--- src/rtl/ita_gelu_pkg.sv ---
// ita_gelu_pkg: shared widths, coefficient bundle and output saturation.
// Saturation is only used when ITA_GELU_SAT_EN is defined.
package ita_gelu_pkg;

   localparam int LanesDef = 4;
   localparam int DataWDef = 8;
   localparam int CoefWDef = 16;
   localparam int OutWDef  = 26;
   localparam int ProdWDef = DataWDef + OutWDef;

   typedef struct packed {
      logic signed [CoefWDef-1:0] b;
      logic signed [CoefWDef-1:0] c;
   } ita_gelu_coef_t;

   // Clamp a full-width lane product into the signed output range.
   function automatic logic [OutWDef-1:0] sat_to_out(
      input logic [ProdWDef-1:0] v
   );
      logic [ProdWDef-OutWDef:0] top;
      top = v[ProdWDef-1:OutWDef-1];
      if (&top || ~|top) begin
         return v[OutWDef-1:0];
      end
      return v[ProdWDef-1] ? {1'b1, {(OutWDef-1){1'b0}}}
                           : {1'b0, {(OutWDef-1){1'b1}}};
   endfunction

endpackage

--- src/rtl/ita_gelu_lane.sv ---
// ita_gelu_lane: per-lane i-GELU datapath, S1 (abs/clip/square) and
// S2 (erf/sum/mul/reduce); ITA_GELU_SAT_EN selects saturating output.
module ita_gelu_lane
   import ita_gelu_pkg::*;
#(
   parameter int DATA_W = DataWDef,
   parameter int COEF_W = CoefWDef,
   parameter int OUT_W  = OutWDef
) (
   input  logic signed [DATA_W-1:0] s1X,
   input  logic signed [COEF_W-1:0] s1B,
   output logic        [OUT_W-1:0]  s1Sq,
   output logic                     s1Neg,
   input  logic signed [DATA_W-1:0] s2X,
   input  logic                     s2Neg,
   input  logic signed [OUT_W-1:0]  s2Sq,
   input  logic signed [COEF_W-1:0] s2C,
   output logic        [OUT_W-1:0]  s2Out
);

   logic signed [COEF_W-1:0] xExt;
   logic signed [COEF_W-1:0] absX;
   logic signed [COEF_W-1:0] negB;
   logic signed [COEF_W-1:0] clipK;
   logic signed [COEF_W-1:0] polyP;

   logic signed [OUT_W-1:0] cExt;
   logic signed [OUT_W-1:0] sumL;
   logic signed [OUT_W-1:0] erfE;
   logic signed [OUT_W-1:0] mulM;

   // S1: |x| in the wide path so -2^(DATA_W-1) is representable
   always_comb begin
      xExt  = COEF_W'(s1X);
      absX  = xExt[COEF_W-1] ? -xExt : xExt;
      negB  = -s1B;
      clipK = (absX < negB) ? absX : negB;
      polyP = clipK + s1B;
      s1Sq  = OUT_W'(polyP * polyP);
      s1Neg = s1X[DATA_W-1];
   end

`ifdef ITA_GELU_SAT_EN
   logic signed [DATA_W+OUT_W-1:0] prod;

   // S2: erf approximation, GELU sum and saturated product
   always_comb begin
      cExt  = OUT_W'(s2C);
      sumL  = s2Sq + cExt;
      erfE  = s2Neg ? -sumL : sumL;
      mulM  = erfE + cExt;
      prod  = (DATA_W+OUT_W)'(s2X) * (DATA_W+OUT_W)'(mulM);
      s2Out = sat_to_out(prod);
   end
`else
   // S2: erf approximation, GELU sum and wrapped product
   always_comb begin
      cExt  = OUT_W'(s2C);
      sumL  = s2Sq + cExt;
      erfE  = s2Neg ? -sumL : sumL;
      mulM  = erfE + cExt;
      s2Out = OUT_W'(OUT_W'(s2X) * mulM);
   end
`endif

endmodule

--- src/rtl/ita_gelu_lanes.sv ---
// ita_gelu_lanes: LANES-wide elastic two-stage i-GELU pipeline.
// Define ITA_GELU_SAT_EN for saturating outputs (default wraps).
module ita_gelu_lanes
   import ita_gelu_pkg::*;
#(
   parameter int LANES  = LanesDef,
   parameter int DATA_W = DataWDef,
   parameter int COEF_W = CoefWDef,
   parameter int OUT_W  = OutWDef
) (
   input  logic                    io_clk,
   input  logic                    io_rst,
   input  logic                    cfg_we_i,
   input  logic [COEF_W-1:0]       cfg_b_i,
   input  logic [COEF_W-1:0]       cfg_c_i,
   input  logic                    in_valid_i,
   output logic                    in_ready_o,
   input  logic [LANES*DATA_W-1:0] in_data_i,
   output logic                    out_valid_o,
   input  logic                    out_ready_i,
   output logic [LANES*OUT_W-1:0]  out_data_o
);

   ita_gelu_coef_t coefQ;

   logic v1Q;
   logic v2Q;
   logic en1;
   logic en2;

   logic [LANES*DATA_W-1:0] x1Q;
   logic [LANES*OUT_W-1:0]  sq1Q;
   logic [LANES*OUT_W-1:0]  sqD;
   logic [LANES*OUT_W-1:0]  outD;
   logic [LANES*OUT_W-1:0]  outQ;
   logic [LANES-1:0]        neg1Q;
   logic [LANES-1:0]        negD;
   logic [COEF_W-1:0]       c1Q;

   assign en2         = !v2Q || out_ready_i;
   assign en1         = !v1Q || en2;
   assign in_ready_o  = en1;
   assign out_valid_o = v2Q;
   assign out_data_o  = outQ;

   for (genvar g = 0; g < LANES; g++) begin : gLane
      ita_gelu_lane #(
         .DATA_W(DATA_W),
         .COEF_W(COEF_W),
         .OUT_W (OUT_W)
      ) uLane (
         .s1X  (in_data_i[g*DATA_W +: DATA_W]),
         .s1B  (COEF_W'(coefQ.b)),
         .s1Sq (sqD[g*OUT_W +: OUT_W]),
         .s1Neg(negD[g]),
         .s2X  (x1Q[g*DATA_W +: DATA_W]),
         .s2Neg(neg1Q[g]),
         .s2Sq (sq1Q[g*OUT_W +: OUT_W]),
         .s2C  (c1Q),
         .s2Out(outD[g*OUT_W +: OUT_W])
      );
   end

   // Coefficient register; a same-cycle accept still sees the old value
   always_ff @(posedge io_clk or posedge io_rst) begin
      if (io_rst) begin
         coefQ <= '0;
      end else if (cfg_we_i) begin
         coefQ <= '{b: cfg_b_i, c: cfg_c_i};
      end
   end

   // S1 register: square, sign, activation and c travel with the beat
   always_ff @(posedge io_clk or posedge io_rst) begin
      if (io_rst) begin
         v1Q   <= 1'b0;
         x1Q   <= '0;
         sq1Q  <= '0;
         neg1Q <= '0;
         c1Q   <= '0;
      end else if (en1) begin
         v1Q <= in_valid_i;
         if (in_valid_i) begin
            x1Q   <= in_data_i;
            sq1Q  <= sqD;
            neg1Q <= negD;
            c1Q   <= COEF_W'(coefQ.c);
         end
      end
   end

   // S2 register: output beat, held while downstream stalls
   always_ff @(posedge io_clk or posedge io_rst) begin
      if (io_rst) begin
         v2Q  <= 1'b0;
         outQ <= '0;
      end else if (en2) begin
         v2Q <= v1Q;
         if (v1Q) begin
            outQ <= outD;
         end
      end
   end

endmodule

--- config.mk ---
export PLATFORM = sky130hd
export DESIGN_NAME = ita_gelu_lanes
export DESIGN_NICKNAME = d
export VERILOG_FILES = /design/src/rtl/ita_gelu_pkg.sv /design/src/rtl/ita_gelu_lane.sv /design/src/rtl/ita_gelu_lanes.sv
export SDC_FILE = /design/constraint.sdc
export NUM_CORES = 2
export LEC_CHECK = 0
export CAP_MARGIN = 40
export CORE_MARGIN = 8
export CORE_UTILIZATION = 55
export CTS_BUF_LIST = sky130_fd_sc_hd__clkbuf_8
export DETAILED_ROUTE_END_ITERATION = 6
export PLACE_DENSITY = 0.72
export REMOVE_ABC_BUFFERS = 1
export SETUP_SLACK_MARGIN = 0.4
export SLEW_MARGIN = 40
export SYNTH_ARGS = -nofsm -noshare
export SYNTH_HDL_FRONTEND = slang
export SYNTH_HIERARCHICAL = 1
export SYNTH_SLANG_ARGS = --single-unit
--- constraint.sdc ---
create_clock -name io_clk -period 18.65 [get_ports io_clk]
set_input_delay 2.7975 -clock io_clk [delete_from_list [all_inputs] [get_ports io_clk]]
set_output_delay 2.7975 -clock io_clk [all_outputs]
set_load 0.02 [all_outputs]
==> flow_metrics.env <==
export IMPL_post_cts_setup_buffers=0
export IMPL_cp_required_ns=19.27
export IMPL_setup_viol=0
export IMPL_fin_crit_sh_pct=78.34
export IMPL_ioPinCount=175
export IMPL_fin_ws_ns=4.039
export IMPL_synth_most_common_cell="inv_1"
export IMPL_rows=140
export IMPL_fin_crit_ns=14.61
export IMPL_dieArea_um2=159000
export IMPL_tns_ns=0
export IMPL_max_freq_ghz=0.06844
export IMPL_cts_num_sinks=294
export IMPL_finalHoldViolCount=0
export IMPL_path_clk_slew_ns=0.06
export IMPL_area_growth_pct=6.757
export IMPL_ant_nets=0
export IMPL_grt_max_degree=89
export IMPL_ctsResizeCount=0
export IMPL_ys_warn_count=6
export IMPL_nFillCells=12741
export IMPL_crit_fanout=18
export IMPL_wl_mm=200.9
export IMPL_clock_skew_ns=0.04737
export IMPL_min_path_type="flip-flop to flip-flop"
export IMPL_nNetsFinal=11280
export IMPL_antenna_found_initial=15
export IMPL_grtUsageTotal_pct=25.60
export IMPL_relSlewSlack_pct=42.31
export IMPL_async_reset_ff_share_pct=100.0
export IMPL_drc_errors=0
export IMPL_h_tree_depth=3
export IMPL_initialDrtViolationCount=4270
export IMPL_initial_core_util_pct=55.34
export IMPL_fin_cells=11102
export IMPL_arrival_ns=15.23
export IMPL_synthCells=8991
export IMPL_cap_viol_max_count=0
export IMPL_synth_flop_cell="dfrtp_1"
export IMPL_synth_area_leader_cell="fa_1"
export IMPL_critPathTopFamily="compound AO/OA/AOI/OAI gates"
export IMPL_ys_seq_area_share_pct=9.134
export IMPL_dp_cells=10977
export IMPL_critPathBufInv=5
export IMPL_synth_top_area_share_pct=30.82
export IMPL_status="finished, final reports clean"
export IMPL_die_y_um=398.7
export IMPL_grt_ovfl_total=0
export IMPL_place_ws_ns=3.196
export IMPL_avgRoutedWirePerCell_um=18.10
export IMPL_critPathKind="primary input to flip-flop"
export IMPL_clkLatencyLatePin_ns=0.76
export IMPL_setup_worst_path_start_class="primary input"
export IMPL_critPathMaxStageDelay_ns=0.67
export IMPL_worstSetupEndpointType="flip-flop"
export IMPL_ys_types=131
export IMPL_numPortBuffers=174
export IMPL_cts_tree="built"
export IMPL_place_hpwl_mm=166.2
export IMPL_crit_slowest_cell="o41ai_1"
export IMPL_syn_area_um2=80550
export IMPL_cts_root_buf="clkbuf_8"
export IMPL_grt_setup_unrepaired="false"
export IMPL_drive_gt1_share_pct=6.962
export IMPL_cts_buffer_depth=3
export IMPL_first_global_vias=64315
export IMPL_worst_pin_slew_ns=0.8624
export IMPL_die_w_um=398.7
export IMPL_ys_top_cells_by_count="inv_1, fa_1, ha_1"
export IMPL_timing_final_max_slew_violations=0
export IMPL_vias=61395
export IMPL_ys_seq_elements=294
export IMPL_grt_pass1_wl_mm=332.4
export IMPL_synth_edf_count=0
export IMPL_syn_avg_cell_area_um2=8.959
export IMPL_first_pass_iters=6
export IMPL_vias_per_cell=5.530
export IMPL_cts_made_buffers=66
export IMPL_core_area_um2=145600
export IMPL_ys_top_cells_by_area="fa_1, ha_1, dfrtp_1, inv_1, xnor2_1"
export IMPL_gp_congestion=0.9661
export IMPL_ctsHoldBuffers=0
-- cell usage in the layout (no fill, tap or decap), types with 13 or more instances in the layout --
cell | synthesis | final
nand3_1 | 84 | 84
a21oi_1 | 292 | 292
or2_2 | 35 | 35
buf_4 | 11 | 83
and2_1 | 484 | 484
o21bai_1 | 49 | 49
nor2_1 | 458 | 458
conb_1 | 4 | 28
xor2_1 | 184 | 176
o21ai_1 | 19 | 19
a21boi_0 | 18 | 18
ha_1 | 840 | 840
nand2_1 | 708 | 708
or3_1 | 50 | 50
a31oi_1 | 45 | 45
nor3_1 | 109 | 108
and3_1 | 57 | 57
clkdlybuf4s50_1 | 0 | 173
clkbuf_8 | 1 | 75
nor2b_1 | 87 | 87
nand4_1 | 20 | 20
dfrtp_1 | 294 | 286
xnor2_1 | 443 | 428
inv_1 | 1864 | 1877
mux2_2 | 196 | 196
or4_1 | 13 | 13
mux2_4 | 96 | 96
a211o_1 | 16 | 16
o31ai_1 | 43 | 43
nand2b_1 | 155 | 155
xnor2_2 | 4 | 19
o21a_1 | 58 | 58
o21ai_0 | 250 | 250
fa_1 | 1240 | 1239
nor4_1 | 23 | 23
a21o_1 | 177 | 177
o211ai_1 | 19 | 19
a211oi_1 | 55 | 53
-- through the flow --
stage	cell area, um2	hold WS, ns	utilization [%]
floorplan	79460	0.4583	-
global placement	84260	0.4824	57.88
detailed placement	84370	0.4919	57.96
CTS	85810	0.5047	58.95
global route	85980	0.5151	59.07
finish	85990	0.5005	59.08
-- state kept, by name, summed over array words and instances (netlist names) --
| register | cells |
|---|---|
| sq1Q | 104 |
| c1Q | 16 |
| v1Q | 1 |
| x1Q | 32 |
| out_data_o | 104 |
| coefQ | 32 |
| neg1Q | 4 |
| out_valid_o | 1 |
-- routing by layer --
layer / vias up / GRT usage, % / share of wire [%]
met2: 1798 / 40.81 / 45
met4: 4 / 8.519 / 3.4
met1: 30507 / 35.42 / 45
li1: 28764 / - / -
met3: 322 / 4.492 / 7.3
met5: - / 0 / 0.013
-- logic make-up after synthesis --
family / Yosys count / share of synthesized area [%]
AO/OA/AOI/OAI: 1220 / 10.16
XOR/XNOR: 642 / 7.214
adder cells (fa/ha/maj): 2080 / 43.87
buffers and inverters: 2087 / 10.20
flip-flops: 294 / 9.134
multiplexers: 304 / 4.682
other: 4 / 0.01863
AND/OR/NAND/NOR: 2360 / 14.72
-- layout make-up --
class	count	area (um2)	share of cell area [%]
Antenna cell	7	17.52	0.02037
Clock buffer	75	1032	1.200
Clock inverter	40	402.9	0.4685
Inverter	1874	7042	8.189
Multi-Input combinational cell	6634	65290	75.92
Sequential cell	294	7370	8.570
Tap cell	1917	2399	2.789
Timing Repair Buffer	261	2445	2.843
-- path summary, 6_finish.rpt --
kind,start,cells past startpoint,slack [ns],to
hold / removal,out_data_o[98],1,0.50,out_data_o[98]
max in group asynchronous,io_rst,4,14.65,out_data_o[44]
setup reg to reg,coefQ[21],46,5.38,sq1Q[51]
min in group asynchronous,io_rst,2,2.38,out_data_o[96]
hold reg to reg,out_data_o[98],1,0.50,out_data_o[98]
setup / recovery,in_data_i[11],44,4.04,sq1Q[51]
Power is left out: the tool's default activity adds up to more than one toggle a clock period on the data nets, which glitch-free logic cannot reach.
